$ cat src/rtl/disp_bcd_ctrl_pkg.sv
// Shared types and constants for the BCD display controller: FSM state encoding,
// seven-segment codes (active-low, dp in bit 7) and converter widths.
package disp_bcd_ctrl_pkg;

  localparam int IN_W       = 16;
  localparam int BCD_DIGITS = 5;
  localparam int BCD_W      = 4 * BCD_DIGITS;
  localparam int NUM_AN     = 8;

  typedef enum logic [1:0] {
    IDLE  = 2'd0,
    SHIFT = 2'd1,
    DONE  = 2'd2
  } bcd_state_t;

  localparam logic [7:0] SEG_0     = 8'hC0;
  localparam logic [7:0] SEG_1     = 8'hF9;
  localparam logic [7:0] SEG_2     = 8'hA4;
  localparam logic [7:0] SEG_3     = 8'hB0;
  localparam logic [7:0] SEG_4     = 8'h99;
  localparam logic [7:0] SEG_5     = 8'h92;
  localparam logic [7:0] SEG_6     = 8'h82;
  localparam logic [7:0] SEG_7     = 8'hF8;
  localparam logic [7:0] SEG_8     = 8'h80;
  localparam logic [7:0] SEG_9     = 8'h90;
  localparam logic [7:0] SEG_BLANK = 8'hFF;
  localparam logic [7:0] SEG_DASH  = 8'hBF;

  function automatic logic [7:0] seg_decode(input logic [3:0] d);
    case (d)
      4'd0:    return SEG_0;
      4'd1:    return SEG_1;
      4'd2:    return SEG_2;
      4'd3:    return SEG_3;
      4'd4:    return SEG_4;
      4'd5:    return SEG_5;
      4'd6:    return SEG_6;
      4'd7:    return SEG_7;
      4'd8:    return SEG_8;
      4'd9:    return SEG_9;
      default: return SEG_DASH;
    endcase
  endfunction

endpackage

$ cat src/rtl/disp_bcd_ctrl_bin2bcd_seq.sv
// Sequential double-dabble converter: one input bit per clock, with a one-entry
// newest-wins pending register so values arriving while busy are not dropped.
module bin2bcd_seq
  import disp_bcd_ctrl_pkg::*;
(
  input  logic              clk,
  input  logic              rst,
  input  logic              in_valid,
  input  logic [IN_W-1:0]   in_data,
  output logic              busy,
  output logic              bcd_valid,
  output logic [BCD_W-1:0]  bcd_out
);

  bcd_state_t        state_q, state_d;
  logic              load;
  logic              last_shift;
  logic [IN_W-1:0]   start_data;
  logic              pend_q;
  logic [IN_W-1:0]   pend_data_q;
  logic              pend_capture;
  logic [3:0]        bit_cnt_q;
  logic [IN_W-1:0]   bin_q;
  logic [BCD_W-1:0]  bcd_work_q;
  logic [BCD_W-1:0]  bcd_adj;
  logic [BCD_W-1:0]  bcd_nxt;
  logic              vld_p1;
  logic [BCD_W-1:0]  bcd_p1;

  function automatic logic [BCD_W-1:0] add3(input logic [BCD_W-1:0] v);
    logic [BCD_W-1:0] r;
    r = v;
    for (int i = 0; i < BCD_DIGITS; i++) begin
      if (v[4*i +: 4] >= 4'd5) r[4*i +: 4] = v[4*i +: 4] + 4'd3;
    end
    return r;
  endfunction

  always_ff @(posedge clk or posedge rst) begin
    if (rst) state_q <= IDLE;
    else     state_q <= state_d;
  end

  always_comb begin
    state_d    = state_q;
    busy       = 1'b0;
    load       = 1'b0;
    last_shift = 1'b0;
    start_data = in_data;
    case (state_q)
      IDLE: begin
        // A queued value goes first; a simultaneous new arrival is parked instead.
        if (pend_q) begin
          load       = 1'b1;
          start_data = pend_data_q;
          state_d    = SHIFT;
        end else if (in_valid) begin
          load    = 1'b1;
          state_d = SHIFT;
        end
      end
      SHIFT: begin
        busy = 1'b1;
        if (bit_cnt_q == 4'd15) begin
          last_shift = 1'b1;
          state_d    = DONE;
        end
      end
      DONE: begin
        busy    = 1'b1;
        state_d = IDLE;
      end
      default: state_d = IDLE;
    endcase
  end

  assign pend_capture = in_valid && (busy || pend_q);

  always_ff @(posedge clk or posedge rst) begin
    if (rst)                    pend_q <= 1'b0;
    else if (pend_capture)      pend_q <= 1'b1;
    else if (load)              pend_q <= 1'b0;
  end

  always_ff @(posedge clk) begin
    if (pend_capture) pend_data_q <= in_data;
  end

  always_ff @(posedge clk or posedge rst) begin
    if (rst)                  bit_cnt_q <= 4'd0;
    else if (load)            bit_cnt_q <= 4'd0;
    else if (state_q == SHIFT) bit_cnt_q <= bit_cnt_q + 4'd1;
  end

  assign bcd_adj = add3(bcd_work_q);
  assign bcd_nxt = {bcd_adj[BCD_W-2:0], bin_q[IN_W-1]};

  always_ff @(posedge clk) begin
    if (load) begin
      bin_q      <= start_data;
      bcd_work_q <= '0;
    end else if (state_q == SHIFT) begin
      bin_q      <= {bin_q[IN_W-2:0], 1'b0};
      bcd_work_q <= bcd_nxt;
    end
  end

  // ---- output stage: result and its valid leave together ----
  always_ff @(posedge clk or posedge rst) begin
    if (rst) begin
      vld_p1 <= 1'b0;
      bcd_p1 <= '0;
    end else begin
      vld_p1 <= last_shift;
      if (last_shift) bcd_p1 <= bcd_nxt;
    end
  end

  assign bcd_valid = vld_p1;
  assign bcd_out   = bcd_p1;

endmodule

$ cat src/rtl/disp_bcd_ctrl.sv
// Binary-to-BCD display controller with 8-digit multiplexed scan.
// Define DISP_LEADING_ZERO_BLANK_EN to blank leading zeros on digits 4..1.
module disp_bcd_ctrl
  import disp_bcd_ctrl_pkg::*;
#(
  parameter int REFRESH_DIV = 50000
) (
  input  logic              clk,
  input  logic              rst,
  input  logic              in_valid,
  input  logic [IN_W-1:0]   in_data,
  output logic              busy,
  output logic              bcd_valid,
  output logic [BCD_W-1:0]  bcd_out,
  output logic [NUM_AN-1:0] an,
  output logic [7:0]        dec_ddp
);

  localparam int CNT_W = (REFRESH_DIV > 1) ? $clog2(REFRESH_DIV) : 1;

  logic [CNT_W-1:0] scan_cnt;
  logic [2:0]       digit_idx;
  logic [4:0]       lz;
  logic [3:0]       nib;
  logic             in_range;

  bin2bcd_seq u_bin2bcd (
    .clk       (clk),
    .rst       (rst),
    .in_valid  (in_valid),
    .in_data   (in_data),
    .busy      (busy),
    .bcd_valid (bcd_valid),
    .bcd_out   (bcd_out)
  );

  always_ff @(posedge clk or posedge rst) begin
    if (rst) begin
      scan_cnt  <= '0;
      digit_idx <= 3'd0;
    end else if (scan_cnt == CNT_W'(REFRESH_DIV - 1)) begin
      scan_cnt  <= '0;
      digit_idx <= digit_idx + 3'd1;
    end else begin
      scan_cnt  <= scan_cnt + CNT_W'(1);
    end
  end

  assign an = ~(NUM_AN'(1) << digit_idx);

  // lz[i] set means digit i and every digit above it are zero; digit 0 is never blanked.
  always_comb begin
    lz = '0;
`ifdef DISP_LEADING_ZERO_BLANK_EN
    lz[4] = (bcd_out[19:16] == 4'd0);
    lz[3] = lz[4] && (bcd_out[15:12] == 4'd0);
    lz[2] = lz[3] && (bcd_out[11:8] == 4'd0);
    lz[1] = lz[2] && (bcd_out[7:4] == 4'd0);
`endif
  end

  always_comb begin
    nib      = 4'd0;
    in_range = 1'b1;
    case (digit_idx)
      3'd0:    nib = bcd_out[3:0];
      3'd1:    nib = bcd_out[7:4];
      3'd2:    nib = bcd_out[11:8];
      3'd3:    nib = bcd_out[15:12];
      3'd4:    nib = bcd_out[19:16];
      default: in_range = 1'b0;
    endcase
  end

  always_comb begin
    dec_ddp = SEG_BLANK;
    if (in_range && !lz[digit_idx[2] ? 4 : digit_idx[1:0]]) dec_ddp = seg_decode(nib);
  end

endmodule

$ cat config.mk
export PLATFORM = sky130hd
export DESIGN_NAME = disp_bcd_ctrl
export DESIGN_NICKNAME = d
export VERILOG_FILES = /design/src/rtl/disp_bcd_ctrl_pkg.sv /design/src/rtl/disp_bcd_ctrl_bin2bcd_seq.sv /design/src/rtl/disp_bcd_ctrl.sv
export SDC_FILE = /design/constraint.sdc
export NUM_CORES = 1
export LEC_CHECK = 0
export BUFFER_PORTS_ARGS = -buffer_cell sky130_fd_sc_hd__buf_2
export CORE_ASPECT_RATIO = 1.2
export CORE_UTILIZATION = 53
export DETAILED_ROUTE_END_ITERATION = 8
export HOLD_SLACK_MARGIN = 0.1
export PLACE_DENSITY = 0.73
export SETUP_SLACK_MARGIN = 0.4
export SKIP_LAST_GASP = 1
export SYNTH_ARGS = -nofsm -noshare
export SYNTH_HDL_FRONTEND = slang
export SYNTH_HIERARCHICAL = 1
export SYNTH_SLANG_ARGS = --single-unit
$ cat constraint.sdc
create_clock -name clk -period 2.25 [get_ports clk]
set_input_delay 0.45 -clock clk [delete_from_list [all_inputs] [get_ports clk]]
set_output_delay 0.45 -clock clk [all_outputs]
set_load 0.01 [all_outputs]
# Yosys cells after proc, flatten, opt, wreduce, memory -nomap -nowiden
# Memories as Yosys holds them, arrays and structs flattened.
# Index checks and enable logic that the tools add are counted.
dict set report op_classes {
  order_cmp 6
  n_addsub 8
  n_shift 1
  n_reduce_logical 11
  bitwise 1
  eq_ne 10
  n_mux 29
}
# operator count
set op_table {}
lappend op_table {{two-way mux 16 bit} 5}
lappend op_table {{two-way mux 4 bit} 6}
lappend op_table {{>= comparator 4 x 3 -> 1 bit (second input constant)} 5}
lappend op_table {{case mux 4 bit (5 select lines)} 1}
lappend op_table {{adder 16 x 1 -> 16 bit (second input constant)} 1}
lappend op_table {{adder 4 x 2 -> 4 bit (second input constant)} 4}
lappend op_table {{== test 16 bit (second input constant)} 1}
lappend op_table {{two-way mux 1 bit} 10}
lappend op_table {{two-way mux 8 bit} 1}
lappend op_table {{NOT 8 bit} 1}
lappend op_table {{left shift 1 x 3 -> 8 bit (first input constant)} 1}
lappend op_table {{== test 3 x 2 -> 1 bit (second input constant)} 2}
lappend op_table {{two-way mux 2 bit} 3}
lappend op_table {{two-way mux 3 bit} 2}
lappend op_table {{OR reduction 5 bit} 1}
lappend op_table {{adder 4 x 1 -> 4 bit (second input constant)} 1}
lappend op_table {{== test 4 bit (second input constant)} 1}
lappend op_table {{less-than comparator 3 x 4 -> 1 bit (second input constant)} 1}
lappend op_table {{case mux 2 bit (2 select lines)} 1}
lappend op_table {{nonzero test 2 bit} 2}
lappend op_table {{adder 3 x 1 -> 3 bit (second input constant)} 1}
lappend op_table {{adder 3 x 2 -> 3 bit (second input constant)} 1}
lappend op_table {{== test 3 x 1 -> 1 bit (second input constant)} 1}
lappend op_table {{== test 3 bit (second input constant)} 1}
lappend op_table {{other kinds (11)} 12}
dict set report word_totals {
  mem_count 2
  inputBits 19
  romBits 120
  register_bits 99
}
# name words word_bits read_ports rd_ports_with_merged_regs wr line
set memory_table {}
lappend memory_table {{(name not given)} 16 7 1 0 0 disp_bcd_ctrl_pkg.sv:30} ;# case (d)
lappend memory_table {{(name not given)} 8 1 1 0 0 disp_bcd_ctrl.sv:77} ;# if (in_range && !lz[digit_idx[2] ? 4 : digit_idx[1:0]]) dec_ddp = seg_decode(nib);

# Logic depth before layout (Yosys ltp)
dict set report depth {
  word_depth 6
  depth_mapped 11
  ltp_nobuf 9
}

# Cells and area by module
# Netlist, hierarchy kept.
# module seq_area_each_um2 cells_each n_inst area_per_inst_um2
set modules_own_cells {}
lappend modules_own_cells {bin2bcd_seq 2062.0 357 1 3656.0}
lappend modules_own_cells {disp_bcd_ctrl 475.5 147 1 1408.9}

# Worst setup path before layout
# OpenSTA, ideal clock, no wires.
dict set report synth_path {
  kind {register -> output}
  from {register digit_idx[2]}
  to {output port dec_ddp[1]}
  t_arrival_ns 1.966
  t_required_ns 1.800
  n_path_buf 2
  setup_slack_ns -0.166
  path_stages_with_launch 12
  cell_sequence {dfrtp_1 > buf_2 > buf_4 > inv_1 > ha_1 > nand2_1 > o2111ai_1 > inv_1 > ha_1 > inv_1 > a21oi_1 > o21ai_0}
}
dict set report synth_between {
  elab_chain_cells 6
}
# item line
set synth_lines {}
lappend synth_lines {{start: declaration} disp_bcd_ctrl.sv:22} ;# logic [2:0] digit_idx;
lappend synth_lines {{start signal: assignment} disp_bcd_ctrl.sv:43} ;# digit_idx <= digit_idx + 3'd1;
lappend synth_lines {{branches (longest 5 deep; another with memory read (16 x 7 bit))} -}
lappend synth_lines {{two-way mux 8 bit *} disp_bcd_ctrl.sv:77}
lappend synth_lines {{end: declaration} disp_bcd_ctrl.sv:16} ;# output logic [7:0] dec_ddp
# Every way passes the cells marked *. The select of a mux whose other input is x is not followed.

# Worst setup path in the final report
dict set report layout_path {
  from {register digit_idx[0]}
  to {output port dec_ddp[6]}
}
# Same word-level chain as after synthesis.

==> impl_metrics.py <==
metrics = {
    "drt": {
        "wl_um": 11400,
        "wl_per_cell_um": 16.1,
        "drc": 0,
        "num_vias": 4066,
        "dr.pass1.iters": 4,
        "drt_iter0_drc": 226,
        "drtAntennaViolNets": 0,
        "viasPerCell": 5.75,
    },
    "die": {
        "coreArea_sq_um": 9180,
        "start_util_pct": 55.2,
        "row_count": 38,
        "die_area_sq_um": 9950,
        "die_h_um": 109,
        "ios": 57,
        "die_w_um": 91.2,
    },
    "global_route": {
        "grt_max_degree": 41,
        "grt_usage_pct": 23.6,
        "grt_antenna_before_repair": 0,
        "grt_pass1_vias": 3910,
        "grt-ovfl-total": 0,
        "grt_first_pass_wirelength_um": 18500,
    },
    "sta": {
        "finalSetupViolations": 7,
        "skew_ns": 0.0118,
        "finalCriticalPeriod_ns": 2.77,
        "slew_violations": 0,
        "fin_setup_tns_ns": -3.40,
        "hold_viol_final": 0,
        "slew-limit-headroom_pct": 50.7,
        "fmax_mhz": 362,
        "fin_ws_ns": -0.516,
        "grt_setup_unrepaired": "true",
        "period_share_pct": 123,
        "worst_slew_pin_slew_ns": 0.739,
    },
    "clock_tree": {
        "cts_tree": "yes",
        "cts.sinks": 99,
        "insertion_delay_ns": 0.37,
        "root_buffer": "clkbuf_8",
        "clockBufferDepth": 2,
        "hold_buffers": 0,
        "cts_buffers": 9,
        "clk_pin_slew_worst_paths_ns": 0.09,
        "htree_levels": 3,
    },
    "power": {
        "pwr-share-seq_pct": 40.5,
        "p_int_mw": 4.37,
        "comb_power_share_pct": 45.6,
        "power_mw": 7.49,
        "clkPwrFrac_pct": 13.9,
        "switchingPower_mw": 3.11,
        "cellLeakagePower_nw": 2.51,
        "peakVddDrop_v": 0.000752,
        "switching_share_pct": 41.6,
        "p_per_area_nw_per_um2": 1220,
    },
    "critical_path": {
        "end_kind": "output port",
        "cp_max_fo": 6,
        "worstReg2RegEnd": "digit_idx[2]$_DFFE_PP0N_",
        "r2r_cells": 5,
        "endpoint": "dec_ddp[6]",
        "cp-start-kind": "flip-flop",
        "r2r_start": "scan_cnt[5]$_DFF_PP0_",
        "worstPathArrival_ns": 2.32,
        "ff2ff_setup_slack_ns": 0.52,
        "crit_required_ns": 1.80,
        "path_class": "flip-flop to output port",
        "startpoint": "digit_idx[0]$_DFFE_PP0N_",
    },
    "synth": {
        "syn-num-nets": 549,
        "postSynthCellCount": 504,
        "synth_edf_count": 32,
        "async_flop_share_pct": 47.5,
        "synth_ff_type": "dfrtp_1",
        "ys_ff_latch": 99,
        "synth.distinct_cells": 57,
        "syn_area_sq_um": 5060,
        "ys_seq_area_share_pct": 50.1,
        "yosys_warnings": 6,
        "syn_area_per_cell_sq_um": 10.0,
    },
    "final_layout": {
        "nets": 627,
        "syn2layout_area_growth_pct": 21.1,
        "n_antenna_cell": 0,
        "ff_latch_area_sq_um": 2540,
        "multi_input_area_sq_um": 2550,
        "drive_gt1_share_pct": 29.0,
        "fill_cells": 684,
    },
    "place": {
        "place_congestion": 0.843,
        "dp_hpwl_um": 7640,
        "io_buffers": 55,
    },
    "status": {
        "violations": "setup timing",
        "outcome": "finished, violations left",
    },
    "worst_hold_path": {
        "min_path_type": "primary input to async pin",
    },
    "flow_run": {
        "cap_violations": 0,
    },
}
-- worst min-delay path by stage --
| stage | startpoint | end | slack [ns] | depth (start not counted) |
|---|---|---|---|---|
| finish | rst | u_bin2bcd/bcd_valid$_DFF_PP0_ | 0.15 | 3 |
| global route | rst | u_bin2bcd/bcd_valid$_DFF_PP0_ | 0.18 | 3 |
| CTS | rst | u_bin2bcd/bcd_valid$_DFF_PP0_ | 0.14 | 3 |
| detailed placement | u_bin2bcd/bin_q[15]$_DFFE_PP_ | u_bin2bcd/bcd_out[0]$_DFFE_PP0P_ | 0.47 | 2 |
| global placement | scan_cnt[0]$_DFF_PP0_ | scan_cnt[0]$_DFF_PP0_ | 0.46 | 1 |
| floorplan | rst | digit_idx[0]$_DFFE_PP0N_ | 0.40 | 1 |
-- cell usage in the layout (no fill, tap or decap), types with 6 or more instances in the layout --
cell / Yosys / layout
buf_4: 5 / 26
ha_4: 0 / 8
edfxtp_1: 32 / 32
dfxtp_1: 20 / 20
nand2_1: 54 / 50
o21ai_0: 39 / 35
nor3_1: 6 / 6
a21oi_2: 6 / 8
dfrtp_1: 47 / 44
xor2_1: 9 / 9
nand3_1: 15 / 15
buf_2: 9 / 50
inv_1: 27 / 18
clkbuf_8: 0 / 9
buf_6: 3 / 12
ha_1: 26 / 17
xnor2_1: 12 / 12
nor2_1: 23 / 21
mux2i_1: 10 / 7
a21oi_1: 45 / 43
inv_2: 1 / 6
o22ai_1: 34 / 34
-- sequential cells by signal (all words and copies together) (netlist names) --
register               cells
u_bin2bcd/bcd_out         20
u_bin2bcd/bcd_work_q      20
scan_cnt                  16
u_bin2bcd/bin_q           16
u_bin2bcd/pend_data_q     16
u_bin2bcd/bit_cnt_q        4
digit_idx                  3
u_bin2bcd/state_q          2
u_bin2bcd/bcd_valid        1
u_bin2bcd/pend_q           1
-- final cells by class --
cell class	count	share of cell area, %
clock buffer	9	2.02
tap	120	2.45
timing repair buffer	89	9.79
clock inverter	7	0.816
multi-input combinational	355	41.6
inverter	28	1.88
sequential	99	41.4
-- power by group through the flow --
stage          clock network [mW]  logic (mW)  registers (mW)
3_5_place_dp                    0        3.11            3.06
6_report                     1.04        3.42            3.03
5_1_grt                      1.14        3.77            3.10
4_1_cts                      1.08        3.21            3.03
2_1_floorplan                   0        2.25            3.01
3_3_place_gp                    0        3.01            3.04
-- worst max-delay path, cell delays in order, from the launching register on --
cell	delay, ns
dfrtp_2	0.47
inv_4	0.08
ha_4	0.18
a222oi_1	0.46
o21a_2	0.33
mux2i_1	0.22
o21ai_1	0.07
buf_2	0.15
-- cells by family (layout without fill, tap and decap cells) --
logic type | Yosys count | in the layout | synth area share, %
buffers and inverters | 51 | 133 | 4.82
flip-flops | 99 | 99 | 50.1
AND/OR/NAND/NOR | 144 | 144 | 14.4
XOR/XNOR | 21 | 21 | 3.63
multiplexers | 12 | 12 | 2.42
other | 1 | 1 | 0.0740
AO/OA/AOI/OAI | 150 | 151 | 18.2
adder cells (fa/ha/maj) | 26 | 26 | 6.42
-- what timing repair did --
| item | in CTS | in global routing |
|---|---|---|
| pin swaps | 8 | 16 |
| setup endpoints to repair | 13 | 32 |
| gates resized for setup | 17 | 35 |
| setup buffers | 9 | 8 |
| gates cloned | 1 | 0 |
-- through the flow --
stage / setup WS, ns / util [%] / hold WS [ns] / area [sq um] / std cells
after floorplan: 0.115 / - / 0.401 / 5180 / 504
after global placement: 0.0116 / 60.9 / 0.464 / 5580 / 673
after detailed placement: -0.0928 / 60.9 / 0.470 / 5580 / 673
after CTS: -0.415 / 64.4 / 0.139 / 5910 / 699
after global routing: -0.610 / 66.8 / 0.179 / 6130 / 707
final: -0.516 / 66.8 / 0.146 / 6130 / 707
-- Yosys cell counts (3+ instances only) --
cell type	n	area share, %
nor2b_1	5	0.62
buf_4	5	0.74
a21oi_1	45	4.4
nand4_1	5	0.62
ha_1	26	6.4
xnor2_1	12	2.1
nand2_1	54	4.0
buf_2	9	0.89
nand3_1	15	1.5
a31oi_1	5	0.62
nor3_1	6	0.59
o22ai_1	34	4.2
a21oi_2	6	1.0
a32oi_1	3	0.52
dfxtp_1	20	7.9
nand2b_1	7	0.86
nor4_1	3	0.37
nor3b_1	5	0.74
edfxtp_1	32	19
mux2i_1	10	2.0
inv_1	27	2.0
nand3b_1	4	0.59
clkbuf_1	6	0.44
dfrtp_1	47	23
nor2_1	23	1.7
buf_6	3	0.67
xor2_1	9	1.6
o311ai_1	4	0.69
and3_1	3	0.37
o21ai_0	39	3.9
-- per-layer routing --
metal	track usage (%)	routed length, um	vias up
met4	8.73	233	0
met2	40.5	5800	95
met3	3.49	431	19
li1	-	-	1982
met5	0	0	-
met1	30.4	4950	1970
No activity file was read; power rests on OpenSTA's default activity.
